--- config.mk ---
export PLATFORM = sky130hd
export DESIGN_NAME = serial_issue_queue
export DESIGN_NICKNAME = d
export VERILOG_FILES = /design/src/rtl/serial_issue_queue.sv
export SDC_FILE = /design/constraint.sdc
export NUM_CORES = 1
export LEC_CHECK = 0
export CORE_UTILIZATION = 30
export CTS_BUF_LIST = sky130_fd_sc_hd__clkbuf_8
export CTS_CLUSTER_SIZE = 16
export DETAILED_ROUTE_END_ITERATION = 6
export PLACE_DENSITY = 0.53
export SLEW_MARGIN = 20
export SYNTH_ARGS = -nofsm -noshare
export SYNTH_HDL_FRONTEND = slang
export SYNTH_SLANG_ARGS = --single-unit
--- constraint.sdc ---
create_clock -name clk -period 23.2 [get_ports clk]
set_input_delay 3.48 -clock clk [delete_from_list [all_inputs] [get_ports clk]]
set_output_delay 3.48 -clock clk [all_outputs]
set_load 0.02 [all_outputs]
--- src/rtl/serial_issue_queue.sv ---
// serial_issue_queue
//
// Purpose: a small in-order issue queue that hands its head entry to a
// serialising execution unit, one instruction at a time. The head is offered
// only when it is the oldest unretired instruction (head rob == commit_rob).
// After the unit accepts it, the queue waits until commit_rob moves past it
// and then pops it. A redirect squashes every entry that is not older than
// redirect_rob.
//
// Ports:
//   clk, rst      single clock, asynchronous active-high reset
//   enq_valid     per-lane dispatch request (ENQ_W lanes)
//   enq_data      per-lane payload, lane l at [l*DATA_W +: DATA_W]
//   enq_rob       per-lane ROB index, lane l at [l*ROB_W +: ROB_W]
//   enq_ready     high while at least ENQ_W entries are free
//   commit_rob    ROB index of the oldest unretired instruction
//   redirect      pipeline flush, with redirect_rob as the flush boundary
//   iss_valid     head entry offered to the unit
//   iss_ready     unit accepts the offered entry
//   iss_data      head payload
//   iss_rob       head ROB index
//   count         number of occupied entries
//   stall_cnt     (SERIAL_IQ_STALL_CNT_EN only) saturating count of cycles
//                 with a non-empty idle queue whose head is not yet oldest
//
// Optional feature macro: SERIAL_IQ_STALL_CNT_EN

module serial_issue_queue #(
  parameter int DEPTH  = 4,
  parameter int DATA_W = 64,
  parameter int ROB_W  = 6,
  parameter int ENQ_W  = 2
) (
  input  logic                      clk,
  input  logic                      rst,
  input  logic [ENQ_W-1:0]          enq_valid,
  input  logic [ENQ_W*DATA_W-1:0]   enq_data,
  input  logic [ENQ_W*ROB_W-1:0]    enq_rob,
  output logic                      enq_ready,
  input  logic [ROB_W-1:0]          commit_rob,
  input  logic                      redirect,
  input  logic [ROB_W-1:0]          redirect_rob,
  output logic                      iss_valid,
  input  logic                      iss_ready,
  output logic [DATA_W-1:0]         iss_data,
  output logic [ROB_W-1:0]          iss_rob,
  output logic [$clog2(DEPTH):0]    count
`ifdef SERIAL_IQ_STALL_CNT_EN
  ,
  output logic [31:0]               stall_cnt
`endif
);

  localparam int PW = $clog2(DEPTH);
  localparam int CW = PW + 1;

  localparam logic [1:0] IDLE  = 2'd0;
  localparam logic [1:0] ISSUE = 2'd1;
  localparam logic [1:0] WAIT  = 2'd2;

  // Pointers carry the wrap bit as their MSB, so plain modular subtraction
  // gives the occupancy and full/empty are distinguished by that bit.
  logic [CW-1:0]     head_ptr, tail_ptr;
  logic [CW-1:0]     head_next, tail_next;
  logic [CW-1:0]     occ_after_pop;
  logic [CW-1:0]     survivors;
  logic [CW-1:0]     enq_cnt;
  logic [1:0]        state, state_next;
  logic              enq_fire, pop, head_squashed, scanning;
  logic [PW-1:0]     slot;
  logic [PW-1:0]     lane_slot [ENQ_W];
  logic [ROB_W-1:0]  head_rob;

  logic [DATA_W-1:0] data_ram [DEPTH];
  logic [ROB_W-1:0]  rob_ram  [DEPTH];

  // ROB indices are {wrap, idx}; a differing wrap bit means b has lapped
  // the ROB once relative to a, which inverts the idx comparison.
  function automatic logic older(input logic [ROB_W-1:0] a,
                                 input logic [ROB_W-1:0] b);
    logic result;
    if (a[ROB_W-1] == b[ROB_W-1]) result = (a[ROB_W-2:0] < b[ROB_W-2:0]);
    else                          result = (a[ROB_W-2:0] > b[ROB_W-2:0]);
    return result;
  endfunction

  assign count         = tail_ptr - head_ptr;
  assign enq_ready     = (CW'(DEPTH) - count) >= CW'(ENQ_W);
  assign enq_fire      = enq_ready && !redirect && (|enq_valid);
  assign head_rob      = rob_ram[head_ptr[PW-1:0]];
  assign iss_rob       = head_rob;
  assign iss_data      = data_ram[head_ptr[PW-1:0]];
  assign iss_valid     = (state == ISSUE);
  assign pop           = (state == WAIT) && (commit_rob != head_rob);
  assign head_squashed = redirect && (count != '0) && !older(head_rob, redirect_rob);
  assign head_next     = head_ptr + CW'(pop);
  assign occ_after_pop = count - CW'(pop);

  // Valid lanes are packed into consecutive slots from the tail in lane
  // order, so each lane's slot is the tail plus the number of valid lanes
  // below it.
  always_comb begin
    enq_cnt = '0;
    for (int l = 0; l < ENQ_W; l++) begin
      lane_slot[l] = tail_ptr[PW-1:0] + enq_cnt[PW-1:0];
      if (enq_valid[l]) enq_cnt = enq_cnt + CW'(1);
    end
  end

  // Entries sit in age order, so the survivors of a redirect are the run of
  // entries from the (post-pop) head that are older than the boundary. The
  // new tail is placed directly after that run.
  always_comb begin
    survivors = '0;
    scanning  = 1'b1;
    slot      = '0;
    for (int i = 0; i < DEPTH; i++) begin
      slot = head_next[PW-1:0] + PW'(i);
      if (scanning && (CW'(i) < occ_after_pop) && older(rob_ram[slot], redirect_rob))
        survivors = survivors + CW'(1);
      else
        scanning = 1'b0;
    end
  end

  always_comb begin
    if (redirect)      tail_next = head_next + survivors;
    else if (enq_fire) tail_next = tail_ptr + enq_cnt;
    else               tail_next = tail_ptr;
  end

  // Issue sequencing: wait for the head to become oldest, offer it, then
  // hold it until commit moves on. A redirect that squashes the head always
  // returns to IDLE; an unsquashed head keeps its progress.
  always_comb begin
    state_next = state;
    case (state)
      IDLE:    if ((count != '0) && (head_rob == commit_rob) && !redirect)
                 state_next = ISSUE;
      ISSUE:   if (iss_ready) state_next = WAIT;
      WAIT:    if (pop) state_next = IDLE;
      default: state_next = IDLE;
    endcase
    if (head_squashed) state_next = IDLE;
  end

  // Control state: pointers and sequencing state, cleared asynchronously.
  always_ff @(posedge clk or posedge rst) begin
    if (rst) begin
      head_ptr <= '0;
      tail_ptr <= '0;
      state    <= IDLE;
    end else begin
      head_ptr <= head_next;
      tail_ptr <= tail_next;
      state    <= state_next;
    end
  end

  // Payload storage is deliberately not reset; an entry is only ever read
  // after it has been written.
  always_ff @(posedge clk) begin
    if (enq_fire) begin
      for (int l = 0; l < ENQ_W; l++) begin
        if (enq_valid[l]) begin
          data_ram[lane_slot[l]] <= enq_data[l*DATA_W +: DATA_W];
          rob_ram[lane_slot[l]]  <= enq_rob[l*ROB_W +: ROB_W];
        end
      end
    end
  end

`ifdef SERIAL_IQ_STALL_CNT_EN
  // Counts cycles lost waiting for the head to become the oldest
  // instruction; holds at all-ones rather than wrapping.
  always_ff @(posedge clk or posedge rst) begin
    if (rst) begin
      stall_cnt <= '0;
    end else if ((count != '0) && (state == IDLE) && (head_rob != commit_rob)
                 && (stall_cnt != '1)) begin
      stall_cnt <= stall_cnt + 32'd1;
    end
  end
`endif

endmodule

==> results of run 1 <==
## critical path, stage by stage
cell             delay, ps
clkdlybuf4s50_1        470
xnor2_1                130
nand4_1                110
nor3_1                 320
nor3b_1                140
ha_1                   300
buf_4                  370
mux4_2                 560
ha_1                   310
a21oi_1                150
nor2_1                  50
a211oi_1               300
nor3_1                  80
a21oi_1                260
nor3_1                 120
ha_1                   360
xnor2_1                200
ha_1                   190
inv_1                   50
or4b_1                 520
o311a_1                150
o2111ai_1              270
xnor2_1                160
a21oi_1                 90
## layout make-up
class,count,share of cell area [%]
Clock inverter,45,1.070
Tap cell,680,4.331
Inverter,25,0.4776
Clock buffer,53,3.713
Sequential cell,288,43.85
Multi-Input combinational cell,533,33.97
Timing Repair Buffer,252,12.58
## where the power goes
| part | internal [mW] | switching, mW | leakage (nW) |
|---|---|---|---|
| combinational | 0.343 | 0.368 | 3.35 |
| clock | 0.223 | 0.216 | 0.539 |
| sequential | 0.685 | 0.0337 | 2.65 |
| total | 1.25 | 0.618 | 6.54 |
## per-stage QoR
step | area [um2] | cells | util (%) | hold slack [ps]
floorplan | 15550 | 899 | - | 445.1
global placement | 18710 | 1778 | 36.46 | 485.7
detailed placement | 18710 | 1778 | 36.46 | 479.2
CTS | 19650 | 1876 | 38.30 | 489.1
global route | 19650 | 1876 | 38.30 | 516.0
finish | 19650 | 1876 | 38.30 | 491.0
## flip-flops by register name, summed over array words and instances (netlist names)
name      flops
tail_ptr      3
data_ram    256
head_ptr      3
state         2
rob_ram      24
## final timing paths
path / slack (ps) / cells after the start / endpoint / from
min in group asynchronous: 3140 / 2 / tail_ptr[0]$_DFFE_PP0P_ / rst
setup / recovery: 14530 / 24 / tail_ptr[2]$_DFFE_PP0P_ / commit_rob[5]
setup reg to reg: 15780 / 25 / tail_ptr[2]$_DFFE_PP0P_ / head_ptr[1]$_DFF_PP0_
hold reg to reg: 490 / 1 / state[0]$_DFFE_PP0P_ / state[1]$_DFFE_PP0P_
max in group asynchronous: 19760 / 2 / head_ptr[0]$_DFF_PP0_ / rst
hold / removal: 490 / 1 / state[0]$_DFFE_PP0P_ / state[1]$_DFFE_PP0P_
## cell families (layout without fill, tap and decap cells)
group / count (synthesis) / in the layout / share of synthesized area (%)
muxes: 378 / 378 / 34.19
DFF: 288 / 288 / 55.37
buffers and inverters: 78 / 375 / 2.060
and+or+nand+nor: 54 / 54 / 1.859
adders and majority gates: 44 / 44 / 3.686
AOI/OAI and AO/OA: 35 / 35 / 1.465
xor gates and xnor gates: 22 / 22 / 1.376
## cells in the final DEF, fill, tap and decap left out, types with 19 or more instances in the layout
| master | instances |
|---|---|
| clkbuf_8 | 53 |
| edfxtp_1 | 280 |
| inv_1 | 42 |
| clkdlybuf4s50_1 | 232 |
| mux2_2 | 281 |
| buf_4 | 20 |
| clkinv_1 | 19 |
| mux4_2 | 93 |
| ha_1 | 41 |
## routing by layer
layer  vias to the layer above  global-route usage, %  part of all wire [%]  routed length [um]
li1                       4183                      -                     -                   -
met1                      4728                  19.82                    42               17500
met2                       242                  26.86                    49               20580
met3                        67                  4.638                   6.6                2737
met4                         4                  3.938                   1.9                 784
met5                         -                      0                 0.062                  26
==> results.md, run 1 <==
* Worst Skew at 22.51 ps
* Largest net degree at the start of global routing at 47
* Row count at 83
* Die width at 229.7 um
* Syn_nets at 1101
* Synth top cells by count: mux2_2 (281), edfxtp_1 (280), mux4_2 (93)
* Critical path class: input pin to register
* Worst-path clk slew at 70 ps
* Maxcap violations at 0
* Layout cells sized above 1 at 38.96%
* Initial antenna violation count at 2
* TritonRoute pass-1 iters at 6
* Die Ht at 229.7 um
* Peak supply drop at 0.04832 mV
* # port buffers at 232
* Mapped cell area at 0.01555 mm2
* Vias post-DR at 9224
* Leakage power at 6.536 nW
* Synth top area share at 54.08%
* Leading post-synthesis cells by cell area: edfxtp_1 (54%), mux2_2 (20%), mux4_2 (13%)
* Final Wtd Congestion at 0.7714
* Syn_area_per_cell at 17.29 um2
* Seq/Total Area, Yosys at 55.37%
* Full die area at 0.05274 mm2
* Drt first-iter violations at 454
* Status: finished clean
* EDFF count, synth at 280
* Fin crit share at 37.39%
* Yosys warnings at 0
* Hold crit path type: register to register
* I/O Pins at 233
* Final worst path period need at 8674 ps
* Worst EP required at 23680 ps
* Area leader, netlist: edfxtp_1
* Post_cts resized at 0
* Netlist cell types at 44
* Clk sinks at 288
* Mapped Cells at 899
* Post-CTS setup buffers at 0
* Hold buffer count at cts at 0
* Achievable Freq at 0.1153 GHz
* Slew headroom at 44.83%
* Total global-route track usage at 15.88%
* TritonCTS clock tree: done
* Final WS setup at 14530 ps
* Htree depth at 2
* RSZ-0062 raised after global routing: no
* Final Hold Fails at 0
* Core box area at 0.05130 mm2
* Fill count at 4854
* Routed vias/inst at 4.917
* # DRC at 0
* #FFs+latches synth at 288
* Routed wire per std cell at 22.19 um
* Power Dens Cells at 95.09 mW/mm2
* Root buf cell: clkbuf_8
* Worst setup SP type: input pin
* Grt ovf at 0
* Clk_lat worst skew at 610 ps
* Most common cell in the synthesized netlist: mux2_2
* Multi-input logic area at 0.006674 mm2
* First-pass GRT wire length at 62900 um
* Slew @ Worst Pin at 827.5 ps
* Post-route ant nets at 0
* Hpwl dp at 24790 um
* Setup violations, final at 0
* Initial Utilization at 30.31%
* Final count of pins violating max slew at 0
* Setup crit end kind: register
* Nets at 1354
* FF/Latch Area at 0.008616 mm2
* Total Power at 1.868 mW
* Post-Place Worst Slack at 13910 ps
* CTS max path bufs at 3
* Ant. Diodes at 0
* Setup TNS at 0 ps
* Total Wirelength at 41630 um
* CTS buffer count at 52
* Worst-path maximum fanout at 26
* Critical Path AT at 9150 ps
* Post-synth ARST share at 2.778%
* Area delta synth->final at 26.36%
* Synth Flop Type: edfxtp_1
* Number of global-route vias before repair at 10.12k
Power figures use the tool's default switching activity.
==> run 2, diff against run 1 <==
- clock period: 23.2 -> 9 ns (I/O delays scaled with it)
==> results.md, run 2 (synthesized netlist as in run 1, its figures left out) <==
* First-pass GRT wire length at 63370 um (+0.75%)
* Final Util at 38.42% (+0.12 points)
* Worst-path maximum fanout at 34 (+31%)
* I/O Pins at 233 (unchanged)
* Reg2reg start: head_ptr[0]$_DFF_PP0_
* Power Dens Cells at 247.9 mW/mm2 (+160%)
* Fin crit share at 78.54%
* Routed vias/inst at 4.891 (-0.52%)
* Logic pwr share at 37.2% (-0.9 points)
* Final count of pins violating max slew at 0 (unchanged)
* Full die area at 0.05274 mm2 (unchanged)
* Hold buffer count at cts at 0 (unchanged)
* R2r setup slk at 1930 ps (-13850 ps)
* Most frequent cells in the layout: mux2_2 (281), edfxtp_1 (280), clkdlybuf4s50_1 (232)
* Leakage power at 6.578 nW (+0.64%)
* Achievable Freq at 0.1415 GHz
* Critical path, cell by cell: mux4_2, xnor2_1, nand4_1, nor3_1, nor3b_1, ha_1, mux4_2, ha_1, a21oi_1, nor2_1, a211oi_1, nor3_1, a21oi_1, nor3_1, ha_1, xnor2_1, ha_1, inv_1, or4b_1, o311a_1, o2111ai_1, xnor2_1, a21oi_1
* Worst Setup SP: head_ptr[0]$_DFF_PP0_
* Initial antenna violation count at 4 (+2)
* Worst EP required at 9470 ps (-14210 ps)
* Final worst path period need at 7069 ps
* Commonest non-fill, non-tap cell in the layout: mux2_2
* Die Ht at 229.7 um (unchanged)
* Worst path most repeated cell: ha_1
* Layout cells sized above 1 at 39.61% (+0.65 points)
* Setup crit end kind: register
* TritonCTS clock tree: done
* Peak supply drop at 0.1269 mV (+160%)
* Die width at 229.7 um (unchanged)
* Maxcap violations at 0 (unchanged)
* Critical path class: register to register
* Root buf cell: clkbuf_8
* Final Wtd Congestion at 0.7813 (+1.3%)
* Worst-path clk slew at 70 ps (about the same)
* Hold path start: state[1]$_DFFE_PP0P_
* Post-CTS setup buffers at 0 (unchanged)
* Largest net degree at the start of global routing at 55 (+17%)
* Psw at 1.599 mW (+160%)
* Row count at 83 (unchanged)
* Critical Path AT at 7540 ps (-1610 ps)
* Number of global-route vias before repair at 10.14k (+0.19%)
* Worst setup SP type: register
* Crit path to: tail_ptr[2]$_DFFE_PP0P_
* Initial Utilization at 30.31% (unchanged)
* Internal Power at 3.287 mW (+160%)
* Final Hold Fails at 0 (unchanged)
* Post-route non-filler standard cell count at 1875 (-0.053%)
* Setup violations, final at 0 (unchanged)
* Worst stage delay on the critical path at 930 ps (+370 ps)
* Max reg flops at 256 (unchanged)
* Setup TNS at 0 ps (unchanged)
* Htree depth at 2 (unchanged)
* Clock share of power at 24.6% (+1.1 points)
* Routed wire per std cell at 22.34 um (+0.67%)
* Hpwl dp at 24930 um (+0.57%)
* Slew headroom at 35.15% (-9.7 points)
* Total Wirelength at 41890 um (+0.61%)
* Total global-route track usage at 16.00% (+0.13 points)
* Critical R2R Capture: tail_ptr[2]$_DFFE_PP0P_
* Post_cts resized at 0 (unchanged)
* Vias post-DR at 9171 (-0.57%)
* Seq pwr share at 38.2% (-0.2 points)
* CTS max path bufs at 3 (unchanged)
* CTS buffer count at 53 (+1.9%)
* Post-route ant nets at 0 (unchanged)
* Total Power at 4.886 mW (+160%)
* Hold crit path type: register to register
* Switching share of power at 32.72% (-0.36 points)
* Status: finished clean
* Grt ovf at 0 (unchanged)
* Area delta synth->final at 26.77%
* # port buffers at 232 (unchanged)
* CP max stage cell: dfrtp_4
* Worst Skew at 16.48 ps (-6.034 ps)
* Drt first-iter violations at 457 (+0.66%)
* RSZ-0062 raised after global routing: no
* Slew @ Worst Pin at 972.7 ps (+145.2 ps)
* Clk sinks at 288 (unchanged)
* TritonRoute pass-1 iters at 4 (-2)
* Core box area at 0.05130 mm2 (unchanged)
* Placed Cells at 1780 (+0.11%)
* Nets at 1357 (+0.22%)
* Clk_lat worst skew at 600 ps (about the same)
* FF-to-FF path depth at 23 (-8.0%)
* # DRC at 0 (unchanged)
run 2: cell types whose count changed in the layout (fill, tap and decap cells not counted), moves of 2 or more:
cell / previous run / this run
buf_4: 20 / 22
clkinv_2: 6 / 8
inv_6: 0 / 2
clkinv_1: 19 / 10
bufinv_16: 1 / 3
run 2: area by class of cell:
class                           instances  area, um2
Fill cell                            4853      31590
Sequential cell                       288       8616
Multi-Input combinational cell        533       6674
Timing Repair Buffer                  254       2487
Tap cell                              680      850.8
Clock buffer                           53      729.5
Clock inverter                         41      256.5
Inverter                               25      93.84
Antenna cell                            1      2.502
run 2: metrics by stage:
stage | area [um2] | hold slack, ps | setup WS [ps]
floorplan | 15550 | 445.1 | -87.95
global placement | 18720 | 494.1 | 1784
detailed placement | 18720 | 490.7 | 1707
CTS | 19710 | 496.0 | 1747
global route | 19710 | 501.2 | 1351
finish | 19710 | 481.8 | 1931
run 2: critical path: cells and delay by family (launching register included):
kind                     cells  cell delay (ps)
AND/OR/NAND/NOR              7             1270
adder cells (fa/ha/maj)      4             1590
multiplexers                 2             1260
buffers and inverters        1               50
XOR/XNOR                     3              560
AO/OA/AOI/OAI                6             1250
flip-flops                   1              930
run 2: worst min path at each step:
stage	slack, ps	endpoint	cells past startpoint
after floorplan	450	state[0]$_DFFE_PP0P_	1
after global placement	490	state[0]$_DFFE_PP0P_	1
after detailed placement	490	state[0]$_DFFE_PP0P_	1
after CTS	500	state[0]$_DFFE_PP0P_	1
after global routing	500	state[0]$_DFFE_PP0P_	1
final	480	state[0]$_DFFE_PP0P_	1
run 2: power groups by stage:
stage                     registers, mW  clock network (mW)  logic (mW)
after floorplan                    1.86                   0        1.15
after global placement             1.90                   0        1.84
after detailed placement           1.90                   0        1.85
after CTS                          1.87                1.25        1.86
after global routing               1.89                1.30        1.97
final                              1.87                1.20        1.82
run 2: routing by layer:
metal  track usage [%]  vias up  routed length [um]
li1                  -     4183                   -
met4             3.604        6                 653
met2             26.33      217               20080
met1             20.76     4713               18540
met5                 0        -                  38
met3             4.650       52                2568
==> run 3, diff against run 2 <==
- clock period: 9 -> 6.9 ns (I/O delays scaled with it)
==> results.md, run 3 (synthesized netlist as in run 1, its figures left out) <==
* TritonRoute pass-1 iters at 6 (+2)
* Met2 Usage GRT at 26.13% (-0.20 points)
* Row count at 83 (unchanged)
* Total Wirelength at 42010 um (+0.28%)
* Die Ht at 229.7 um (unchanged)
* Crit path to: tail_ptr[2]$_DFFE_PP0P_
* Root buf cell: clkbuf_8
* Setup crit end kind: register
* Slew headroom at 39.44% (+4.3 points)
* Post-route ant nets at 0 (unchanged)
* Final Wtd Congestion at 0.8243 (+5.5%)
* Clk sinks at 288 (unchanged)
* Commonest non-fill, non-tap cell in the layout: mux2_2
* Worst-path maximum fanout at 11 (-68%)
* Critical Path AT at 6790 ps (-750 ps)
* Worst EP required at 7370 ps (-2100 ps)
* Vias post-DR at 9189 (+0.20%)
* Largest net degree at the start of global routing at 71 (+29%)
* Initial antenna violation count at 8 (+4)
* Status: finished clean
* Cell area after layout at 0.01978 mm2 (+0.34%)
* R2r setup slk at 580 ps (-1350 ps)
* Die width at 229.7 um (unchanged)
* Worst Skew at 26.94 ps (+10.47 ps)
* I/O Pins at 233 (unchanged)
* First-pass GRT wire length at 63040 um (-0.52%)
* # DRC at 0 (unchanged)
* TritonCTS clock tree: done
* Routed wire per std cell at 22.36 um (about the same)
* GRT busiest layer: met2
* Met1 Track Usage GR at 21.03% (+0.27 points)
* Total global-route track usage at 16.05% (+0.048 points)
* Critical R2R Capture: tail_ptr[2]$_DFFE_PP0P_
* Grt ovf at 0 (unchanged)
* Maxcap violations at 0 (unchanged)
* Post_cts resized at 0 (unchanged)
* Total Power at 6.354 mW (+30%)
* Hold path start: head_ptr[2]$_DFF_PP0_
* Nets at 1359 (+0.15%)
* Area delta synth->final at 27.21%
* CTS max path bufs at 3 (unchanged)
* Hpwl dp at 24920 um (about the same)
* Slew @ Worst Pin at 908.4 ps (-64.32 ps)
* Post-CTS setup buffers at 0 (unchanged)
* Peak supply drop at 0.1498 mV (+18%)
* Setup violations, final at 0 (unchanged)
* Setup TNS at 0 ps (unchanged)
* Clk_lat worst skew at 620 ps (+20 ps)
* DP Area at 0.01882 mm2 (+0.52%)
* Full die area at 0.05274 mm2 (unchanged)
* Number of global-route vias before repair at 9949 (-1.8%)
* Routed vias/inst at 4.890 (about the same)
* Max reg flops at 256 (unchanged)
* Worst-path clk slew at 60 ps (about the same)
* Worst Setup SP: head_ptr[0]$_DFF_PP0_
* Final Hold Fails at 0 (unchanged)
* Critical path class: register to register
* Initial Utilization at 30.31% (unchanged)
* Worst setup SP type: register
* Hold buffer count at cts at 0 (unchanged)
* Achievable Freq at 0.1583 GHz (+12%)
* Final worst path period need at 6315 ps (-753.4 ps)
* Drt first-iter violations at 430 (-5.9%)
* CTS buffer count at 52 (-1.9%)
* Hold crit path type: register to register
* Layout cells sized above 1 at 39.21% (-0.40 points)
* Core box area at 0.05130 mm2 (unchanged)
* Leakage power at 6.628 nW (+0.76%)
* Reg2reg start: head_ptr[0]$_DFF_PP0_
* RSZ-0062 raised after global routing: no
* Power Dens Cells at 321.3 mW/mm2 (+30%)
* Htree depth at 2 (unchanged)
* Fin crit share at 91.53% (+13 points)
* FF-to-FF path depth at 24 (+4.3%)
* Met3 usage in global routing at 4.501% (-0.15 points)
* Most frequent cells in the layout: mux2_2 (281), edfxtp_1 (280), clkdlybuf4s50_1 (232)
* Final count of pins violating max slew at 0 (unchanged)
* # port buffers at 232 (unchanged)
[run 3: worst min-delay path by stage]
stage,end,slack [ps],cells past startpoint
CTS,head_ptr[2]$_DFF_PP0_,520,1
finish,head_ptr[2]$_DFF_PP0_,520,1
floorplan,state[0]$_DFFE_PP0P_,450,1
detailed placement,head_ptr[2]$_DFF_PP0_,510,1
global placement,state[0]$_DFFE_PP0P_,510,1
global route,head_ptr[2]$_DFF_PP0_,540,1
[run 3: stage by stage]
step / worst slack [ps] / hold slack [ps] / instances / util, %
2_1_floorplan: -309.1 / 445.1 / 899 / -
3_3_place_gp: 394.6 / 508.5 / 1783 / 36.68
3_5_place_dp: 323.6 / 514.8 / 1783 / 36.68
4_1_cts: 562.8 / 521.9 / 1876 / 38.54
5_1_grt: 162.9 / 543.4 / 1876 / 38.54
6_report: 584.5 / 520.9 / 1879 / 38.55
[run 3: layer usage]
layer  wire [um]  vias to the layer above
met5          67                        -
met1       19090                     4703
li1            -                     4205
met3        2267                       69
met2       19810                      202
met4         769                       10
[run 3: layout make-up]
| type | count | area [um2] |
|---|---|---|
| repair buffers | 257 | 2585 |
| clock buffers | 54 | 743.2 |
| inverters | 25 | 93.84 |
| flip-flops and latches | 288 | 8616 |
| well taps | 680 | 850.8 |
| diodes | 3 | 7.507 |
| fillers | 4871 | 31520 |
| clock inverters | 39 | 207.7 |
| multi-input cells | 533 | 6674 |
[run 3: report_power, final]
group	internal [mW]	total (mW)	switching, mW	leakage (nW)
clock network	0.793	1.52	0.723	0.582
registers	2.30	2.40	0.0985	2.65
logic	1.18	2.44	1.26	3.40
total	4.27	6.35	2.08	6.63
[run 3: worst max-delay path, cell delays in order, from the launching register on]
cell	delay (ps)
dfrtp_4	560
mux4_2	620
xnor2_1	200
nand4_1	110
nor3_1	210
nor3b_1	120
ha_1	190
ha_1	600
buf_4	260
mux4_2	310
ha_1	300
a21o_1	160
a21oi_1	250
a21oi_1	110
a32oi_1	190
nor3_1	70
ha_1	360
xnor2_1	180
ha_1	180
inv_1	50
or4b_1	520
o311a_1	140
o2111ai_1	240
xnor2_1	150
a21oi_1	80
